`src/rtl/inv_stage3.sv`:
```
// inv_stage3: InvMixColumns round stage of the AES inverse cipher.
// Define INV_STAGE3_SERIAL_EN for the single-column serial datapath.
module inv_stage3 (
  input  logic         clk,
  input  logic         rst,
  input  logic         en,
  input  logic [127:0] state,
  input  logic [127:0] key,
  input  logic [3:0]   num,
  output logic         ready,
  output logic         done,
  output logic [127:0] state_out,
  output logic [127:0] key_out,
  output logic [3:0]   num_out
);

  localparam logic [3:0] LAST = 4'ha;

  function automatic logic [7:0] xt(
    input logic [7:0] b
  );
    return {b[6:0], 1'b0} ^ (b[7] ? 8'h1b : 8'h00);
  endfunction

  function automatic logic [31:0] imc_col(
    input logic [31:0] c
  );
    logic [7:0] a  [4];
    logic [7:0] m9 [4];
    logic [7:0] mb [4];
    logic [7:0] md [4];
    logic [7:0] me [4];
    logic [7:0] x2;
    logic [7:0] x4;
    logic [7:0] x8;
    for (int i = 0; i < 4; i++) begin
      a[i]  = c[31-8*i -: 8];
      x2    = xt(a[i]);
      x4    = xt(x2);
      x8    = xt(x4);
      m9[i] = x8 ^ a[i];
      mb[i] = x8 ^ x2 ^ a[i];
      md[i] = x8 ^ x4 ^ a[i];
      me[i] = x8 ^ x4 ^ x2;
    end
    return {me[0] ^ mb[1] ^ md[2] ^ m9[3],
            m9[0] ^ me[1] ^ mb[2] ^ md[3],
            md[0] ^ m9[1] ^ me[2] ^ mb[3],
            mb[0] ^ md[1] ^ m9[2] ^ me[3]};
  endfunction

  logic [127:0] r_sout;
  logic [127:0] r_kout;
  logic [3:0]   r_nout;

  assign state_out = r_sout;
  assign key_out   = r_kout;
  assign num_out   = r_nout;

`ifdef INV_STAGE3_SERIAL_EN

  typedef enum logic [1:0] {
    IDLE,
    COL,
    OUT
  } fsm_t;

  fsm_t         r_fsm;
  fsm_t         w_nxt;
  logic [1:0]   r_cnt;
  logic [127:0] r_work;
  logic [127:0] r_key;
  logic [3:0]   r_num;
  logic         w_acc;
  logic [31:0]  w_col_in;
  logic [31:0]  w_col_out;
  logic [127:0] w_work_nxt;

  assign ready = (r_fsm == IDLE);
  assign done  = (r_fsm == OUT);
  assign w_acc = en && ready;

  always_comb begin
    w_col_in = r_work[127:96];
    case (r_cnt)
      2'd0: w_col_in = r_work[127:96];
      2'd1: w_col_in = r_work[95:64];
      2'd2: w_col_in = r_work[63:32];
      2'd3: w_col_in = r_work[31:0];
      default: w_col_in = r_work[127:96];
    endcase
  end

  assign w_col_out = imc_col(w_col_in);

  always_comb begin
    w_work_nxt = r_work;
    case (r_cnt)
      2'd0: w_work_nxt[127:96] = w_col_out;
      2'd1: w_work_nxt[95:64]  = w_col_out;
      2'd2: w_work_nxt[63:32]  = w_col_out;
      2'd3: w_work_nxt[31:0]   = w_col_out;
      default: w_work_nxt = r_work;
    endcase
  end

  always_comb begin
    w_nxt = r_fsm;
    unique case (r_fsm)
      IDLE: begin
        if (w_acc) begin
          w_nxt = (num == LAST) ? OUT : COL;
        end
      end
      COL: begin
        if (r_cnt == 2'd3) begin
          w_nxt = OUT;
        end
      end
      OUT:     w_nxt = IDLE;
      default: w_nxt = IDLE;
    endcase
  end

  // Result registers load on entry to OUT so they hold until the next done
  always_ff @(posedge clk or negedge rst) begin
    if (!rst) begin
      r_fsm  <= IDLE;
      r_cnt  <= 2'd0;
      r_work <= '0;
      r_key  <= '0;
      r_num  <= '0;
      r_sout <= '0;
      r_kout <= '0;
      r_nout <= '0;
    end else begin
      r_fsm <= w_nxt;
      unique case (r_fsm)
        IDLE: begin
          if (w_acc) begin
            r_work <= state;
            r_key  <= key;
            r_num  <= num;
            r_cnt  <= 2'd0;
            if (num == LAST) begin
              r_sout <= state;
              r_kout <= key;
              r_nout <= num;
            end
          end
        end
        COL: begin
          r_work <= w_work_nxt;
          r_cnt  <= r_cnt + 2'd1;
          if (r_cnt == 2'd3) begin
            r_sout <= w_work_nxt;
            r_kout <= r_key;
            r_nout <= r_num;
          end
        end
        OUT: begin
        end
        default: begin
        end
      endcase
    end
  end

`else

  logic         r_done;
  logic         w_acc;
  logic [127:0] w_imc;

  assign ready = 1'b1;
  assign done  = r_done;
  assign w_acc = en && ready;

  assign w_imc = {imc_col(state[127:96]),
                  imc_col(state[95:64]),
                  imc_col(state[63:32]),
                  imc_col(state[31:0])};

  always_ff @(posedge clk or negedge rst) begin
    if (!rst) begin
      r_done <= 1'b0;
      r_sout <= '0;
      r_kout <= '0;
      r_nout <= '0;
    end else begin
      r_done <= w_acc;
      if (w_acc) begin
        r_sout <= (num == LAST) ? state : w_imc;
        r_kout <= key;
        r_nout <= num;
      end
    end
  end

`endif

endmodule

```
`config.mk`:
```
export PLATFORM = sky130hd
export DESIGN_NAME = inv_stage3
export DESIGN_NICKNAME = d
export VERILOG_FILES = /design/src/rtl/inv_stage3.sv
export SDC_FILE = /design/constraint.sdc
export NUM_CORES = 1
export LEC_CHECK = 0
export CORE_ASPECT_RATIO = 0.75
export CORE_MARGIN = 4
export CORE_UTILIZATION = 31
export DETAILED_ROUTE_END_ITERATION = 7
export GPL_TIMING_DRIVEN = 0
export MAX_ROUTING_LAYER = met4
export PLACE_DENSITY = 0.6
export SLEW_MARGIN = 20
export SYNTH_ARGS = -nofsm -noshare
export SYNTH_HDL_FRONTEND = slang
export SYNTH_SLANG_ARGS = --single-unit
```
`constraint.sdc`:
```
create_clock -name clk -period 0.9 [get_ports clk]
set_input_delay 0.18 -clock clk [delete_from_list [all_inputs] [get_ports clk]]
set_output_delay 0.18 -clock clk [all_outputs]
set_load 0.03 [all_outputs]
```
* Word level (Yosys, flattened, before mapping) *
Cells that the tools add are included.

storage, ports and cells
  bits in latches = 0
  memory bits (read-only) = 0
  output and inout port bits = 262
  input port bits = 263
  bits in writable memories = 0
  bits in registers = 261
  logic and storage cells = 246
  memories kept = 0

cells by class
  multiplexer cells = 49
  reductions and logical operators = 0
  divide/modulo/power cells = 0
  shift-type cells = 0
  multiply operators = 0
  bitwise logic cells = 192
  eq/ne operators = 1
  $add $sub $neg = 0
  order comparisons = 0

operators with widths
  operator                                      number
  8-bit bitwise XOR                             144
  8-bit by 5-bit bitwise XOR with 8-bit output  48
  5-bit 2-to-1 mux                              48
  128-bit 2-to-1 mux                            1
  4-bit == test, second input constant          1

* Logic depth before layout (Yosys ltp) *
  word-level depth = 12
  mapped depth = 7
  gate-level depth less buffers = 6

* Worst setup path after synthesis *
No wires, ideal clock.

  kind = input port to flip-flop
  from = in state[93]
  to = reg r_sout[70] (netlist: state_out[70])
  arrival = 1886 ps
  stages = 7
  path slack = -1122 ps
  buffers on the path = 1
  cell sequence = buf_2 > xnor3_1 > xnor3_1 > xor2_1 > or3_1 > a31oi_1 > a21oi_1

between the ends
  word-level cells in the longest chain between the ends = 7

ends and longest elaborated chain
  element                                       RTL line  RTL
  from (decl)                                   7         input logic [127:0] state,
  8-bit by 5-bit bitwise XOR with 8-bit output  22        return {b[6:0], 1'b0} ^ (b[7] ? 8'h1b : 8'h00);
  8-bit bitwise XOR (2 in series)               42        mb[i] = x8 ^ x2 ^ a[i];
  8-bit bitwise XOR (3 in series)               49        mb[0] ^ md[1] ^ m9[2] ^ me[3]};
  128-bit 2-to-1 mux                            193       r_sout <= (num == LAST) ? state : w_imc;
  to (signal assigned)                          193
  to (decl)                                     52        logic [127:0] r_sout;

Every way passes these cells.
A chain may end at the register's enable or synchronous reset.

* Final worst setup path *
  from = reg r_kout[96] (netlist: key_out[96])
  to = out key_out[96]

RTL lines
  element                 RTL line  RTL
  from (decl)             53        logic [127:0] r_kout;
  from (signal assigned)  194       r_kout <= key;
  to (decl)               13        output logic [127:0] key_out,

No word-level cell between the ends.

==> results by stage <==
Run status:
- The run finished, with violations left.
- The checks that failed: hold timing, setup timing.

Yosys:
- The number of standard cells after synthesis is 1805.
- The synthesized net count is 2068.
- The count of unique library cells instantiated by Yosys is 39.
- The total of warnings raised by yosys is 0.
- After synthesis the cells add up to 0.0200 sq mm.
- The share of the Yosys chip area taken by registers is 0.327.
- The average instance area after synthesis is 11.1 sq um.
- Synthesis inferred 261 register bits.

STA:
- Measured against its own limit, the worst slew margin works out to 0.611.
- The setup-violating endpoint count in the final report is 411.
- The tightest hold path in the finished design has a slack of -509 ps.
- The achievable frequency is 0.704 GHz.
- The worst clock skew on the final layout is 0 ps.
- Setup total negative slack on the finished layout was measured at -143680 ps.
- Of the available clock period, the critical path in the final layout requires 1.58.
- The final worst-path setup slack is -520 ps.
- The final period demand of the worst path is 1420 ps.
- The number of hold violations in the final report was 192.
- Setup repair after global routing could not meet its margin everywhere.
- The number of pins with negative max-slew slack in the final report was 0.
- The transition time at the pin with the least slew margin is 583 ps.

CTS:
- The clock latency on the worst-skew pair is 550 ps.
- The register clock-pin slew on the reported worst setup and hold paths is 60 ps.
- In this run the deepest clock path goes through 3 buffers.
- The tree is rooted in a sky130_fd_sc_hd__clkbuf_16.
- Buffers inserted during clock tree synthesis total 34.
- The clock sink count is 261.
- The H-tree was split into 2 levels.
- TritonCTS built the clock tree.

Routing:
- In the routed layout, each cell is associated on average with a via count of 4.94.
- The detailed-route wire length on metal 1 is 40700 um.
- The final routed wirelength across all metal layers is 95400 um.
- For this run, design rule violations remaining after detail routing come to 0.
- The highest layer used for signal routing is met4.
- Detailed routing placed a total of 8550 um of wire on met3.
- The detail route stage leaves a number of antenna-violating nets equal to 0.
- In the detailed route, the total length drawn on met2 is 43200 um.
- The routed via count is 18000.
- Dividing the detail-routed wire length by the instance count gives 26.1 um.
- The first TritonRoute pass finished after 5 iterations.
- The initial detailed-routing violation count is 1256.

Worst setup path:
- The category of the worst setup path launch point is a flip-flop.
- For the worst setup path, the data required time is 720 ps.
- Measured in cells, the most critical reg-to-reg path has a length of 3.
- The maximum net fanout on the critical path is 2.
- Data arrives at the worst endpoint at 1240 ps.
- The critical path is of the flip-flop to output pin type.
- The critical path goes through buf_6.
- The kind of cell with the highest combined delay on the critical path is flip-flops.
- The largest single stage delay on the critical path is 500 ps.
- The slowest stage of the critical path belongs to the cell sky130_fd_sc_hd__dfrtp_2.
- Together, buffers and inverters on the worst path number 1.
- The type of element capturing the critical path is an output pin.
- In this run the number of cells on the critical path is 1.

Die:
- During I/O placement, the number of pins put on the boundary was 525.
- From bottom edge to top edge, the die measures 228 um.
- The horizontal die dimension is 301 um.
- The floorplan core area is 0.0637 sq mm.
- The starting utilization of the core area is 0.314.
- The die area is 0.0686 sq mm.
- The number of cell rows is 80.

Place:
- Routability-driven placement finished with a final weighted congestion of 0.949.
- The post-DP HPWL is 67900 um.
- The port buffer count is 421.
- The number of placed instances, taps included, is 3090.

Global route:
- The remaining global-route overflow is 0.
- The via count of the first global-routing pass is 18400.
- The first global-routing pass estimated 133000 um of wire.
- The total global routing track utilization is 0.274.
- The number of antenna violations at the first check in global routing is 13.
- Entering global routing, the biggest net connects 82 pins.

Layout:
- Fill cells in the final layout number 4949.
- Relative to the synthesized area, the layout overhead comes to 89.8%.
- The most common cell after layout, fill and taps aside is sky130_fd_sc_hd__buf_6.
- The final-stage net count is 3020.
- Of the cells placed in the final design, the portion with a size suffix greater than 1 is 0.541.
- For this run, the number of standard cells in the final layout without fillers is 3653.
- The top cell types in the final layout, fill and taps aside, are sky130_fd_sc_hd__buf_6, sky130_fd_sc_hd__buf_4, sky130_fd_sc_hd__dfrtp_1.

Job:
- Across the run, the number of max-cap violations was 0.

Power:
- The analysis attributes to cell leakage a power of 17.3 nW.
- Of the total power, registers draw 0.213.
- Of the total power, the share spent switching nets is 0.400.
- Of the total power, combinational logic draws 0.616.
- The switching component of the power is 34.2 mW.
- Overall power consumption after layout is estimated at 85.5 mW.
- The total power density per cell area is 2260 mW/mm^2.
- The internal power is 51.3 mW.
- The share of total power dissipated in the clock network is 0.171.
- VDD sags by at most 1.65 mV.

Hold path:
- The tightest min-delay check is of the input port to asynchronous set/reset pin type.
[cells in the mapped netlist]
master                      instances  share of area
sky130_fd_sc_hd__a21oi_1           48          0.012
sky130_fd_sc_hd__a31oi_1           87          0.027
sky130_fd_sc_hd__and2_1             5         0.0016
sky130_fd_sc_hd__buf_1              7         0.0013
sky130_fd_sc_hd__buf_2             45          0.011
sky130_fd_sc_hd__buf_4             11         0.0041
sky130_fd_sc_hd__buf_6              2         0.0011
sky130_fd_sc_hd__clkbuf_1         107          0.020
sky130_fd_sc_hd__clkbuf_2           2        0.00050
sky130_fd_sc_hd__clkbuf_8           1        0.00069
sky130_fd_sc_hd__conb_1             1        0.00019
sky130_fd_sc_hd__dfrtp_1          261           0.33
sky130_fd_sc_hd__inv_1              3        0.00056
sky130_fd_sc_hd__mux2_2           132          0.074
sky130_fd_sc_hd__nand2_1          190          0.036
sky130_fd_sc_hd__nand3_1            3        0.00075
sky130_fd_sc_hd__nand4_1            2        0.00063
sky130_fd_sc_hd__nand4bb_1          1        0.00056
sky130_fd_sc_hd__nor2_1           139          0.026
sky130_fd_sc_hd__nor2b_1            2        0.00063
sky130_fd_sc_hd__nor4bb_1           1        0.00050
sky130_fd_sc_hd__o211ai_1          10         0.0038
sky130_fd_sc_hd__o21a_1            11         0.0041
sky130_fd_sc_hd__o21ai_0           10         0.0025
sky130_fd_sc_hd__o221ai_1           1        0.00044
sky130_fd_sc_hd__o311ai_1           1        0.00044
sky130_fd_sc_hd__o31a_1             2        0.00088
sky130_fd_sc_hd__or3_1              3        0.00094
sky130_fd_sc_hd__or3b_1             2        0.00088
sky130_fd_sc_hd__xnor2_1          422           0.19
sky130_fd_sc_hd__xnor2_2           17          0.014
sky130_fd_sc_hd__xnor2_4            3         0.0041
sky130_fd_sc_hd__xnor3_1          128           0.14
sky130_fd_sc_hd__xnor3_2            6         0.0071
sky130_fd_sc_hd__xor2_1           108          0.047
sky130_fd_sc_hd__xor2_2             2         0.0016
sky130_fd_sc_hd__xor2_4             3         0.0041
sky130_fd_sc_hd__xor3_1            25          0.030
sky130_fd_sc_hd__xor3_2             1         0.0013
[through the flow]
step	worst slack, ps	utilization	cell area (sq um)
2_1_floorplan	-960	-	22900
3_3_place_gp	-12160	0.443	28200
3_5_place_dp	-2150	0.444	28300
4_1_cts	-530	0.556	35400
5_1_grt	-536	0.595	37900
6_report	-520	0.595	37900
[flip-flops by register name, indices dropped and copies added (netlist names)]
register,count
done,1
key_out,128
num_out,4
state_out,128
[area by class of cell]
type / count / area [sq um] / area share
Antenna cell: 10 / 25.0 / 0.000660
Buffer: 174 / 2890 / 0.0762
Clock buffer: 46 / 977 / 0.0258
Clock inverter: 15 / 185 / 0.00489
Inverter: 3 / 11.3 / 0.000297
Multi-Input combinational cell: 1366 / 16800 / 0.444
Sequential cell: 261 / 6560 / 0.173
Tap cell: 861 / 1080 / 0.0284
Timing Repair Buffer: 917 / 9360 / 0.247
[cell families after synthesis]
family | Yosys count | synth area share
other | 1 | 0.000188
AOI/OAI and AO/OA | 170 | 0.0514
muxes | 132 | 0.0744
xor gates and xnor gates | 715 | 0.439
buffers and inverters | 178 | 0.0397
DFF | 261 | 0.327
and+or+nand+nor | 348 | 0.0683
[metal layers]
| layer | vias to the layer above | track usage |
|---|---|---|
| met1 | 9207 | 0.374 |
| li1 | 7834 | - |
| met2 | 810 | 0.403 |
| met5 | - | - |
| met4 | 0 | 0.0783 |
| met3 | 177 | 0.0715 |
[timing repair]
| item | in CTS | in global routing |
|---|---|---|
| pin swaps | 323 | 306 |
| endpoints found under the hold margin | 261 | 127 |
| hold buffers | 71 | 5 |
| setup endpoints to repair | 521 | 421 |
| gates cloned | 6 | 1 |
| resized for setup | 2454 | 286 |
| buffers inserted | 283 | 152 |
[path summary, 6_finish.rpt]
| check | from | end | slack (ps) |
|---|---|---|---|
| min | rst | key_out[82]$_DFFE_PN0P_ | -510 |
| max reg2reg | key_out[41]$_DFFE_PN0P_ | key_out[41]$_DFFE_PN0P_ | -200 |
| max | key_out[96]$_DFFE_PN0P_ | key_out[96] | -520 |
| min in group clk | state[121] | state_out[121]$_DFFE_PN0P_ | -20 |
| min reg2reg | state_out[103]$_DFFE_PN0P_ | state_out[103]$_DFFE_PN0P_ | 500 |
| max in group asynchronous | rst | key_out[41]$_DFFE_PN0P_ | 300 |
[power by group through the flow]
stage | Clock, mW | Combinational [mW] | Sequential [mW]
6_report | 14.6 | 52.7 | 18.2
5_1_grt | 15.4 | 55.0 | 18.5
4_1_cts | 14.8 | 48.3 | 18.1
3_5_place_dp | 0 | 40.3 | 17.6
3_3_place_gp | 0 | 40.1 | 17.6
2_1_floorplan | 0 | 20.3 | 23.3
Power figures use the tool's default switching activity.
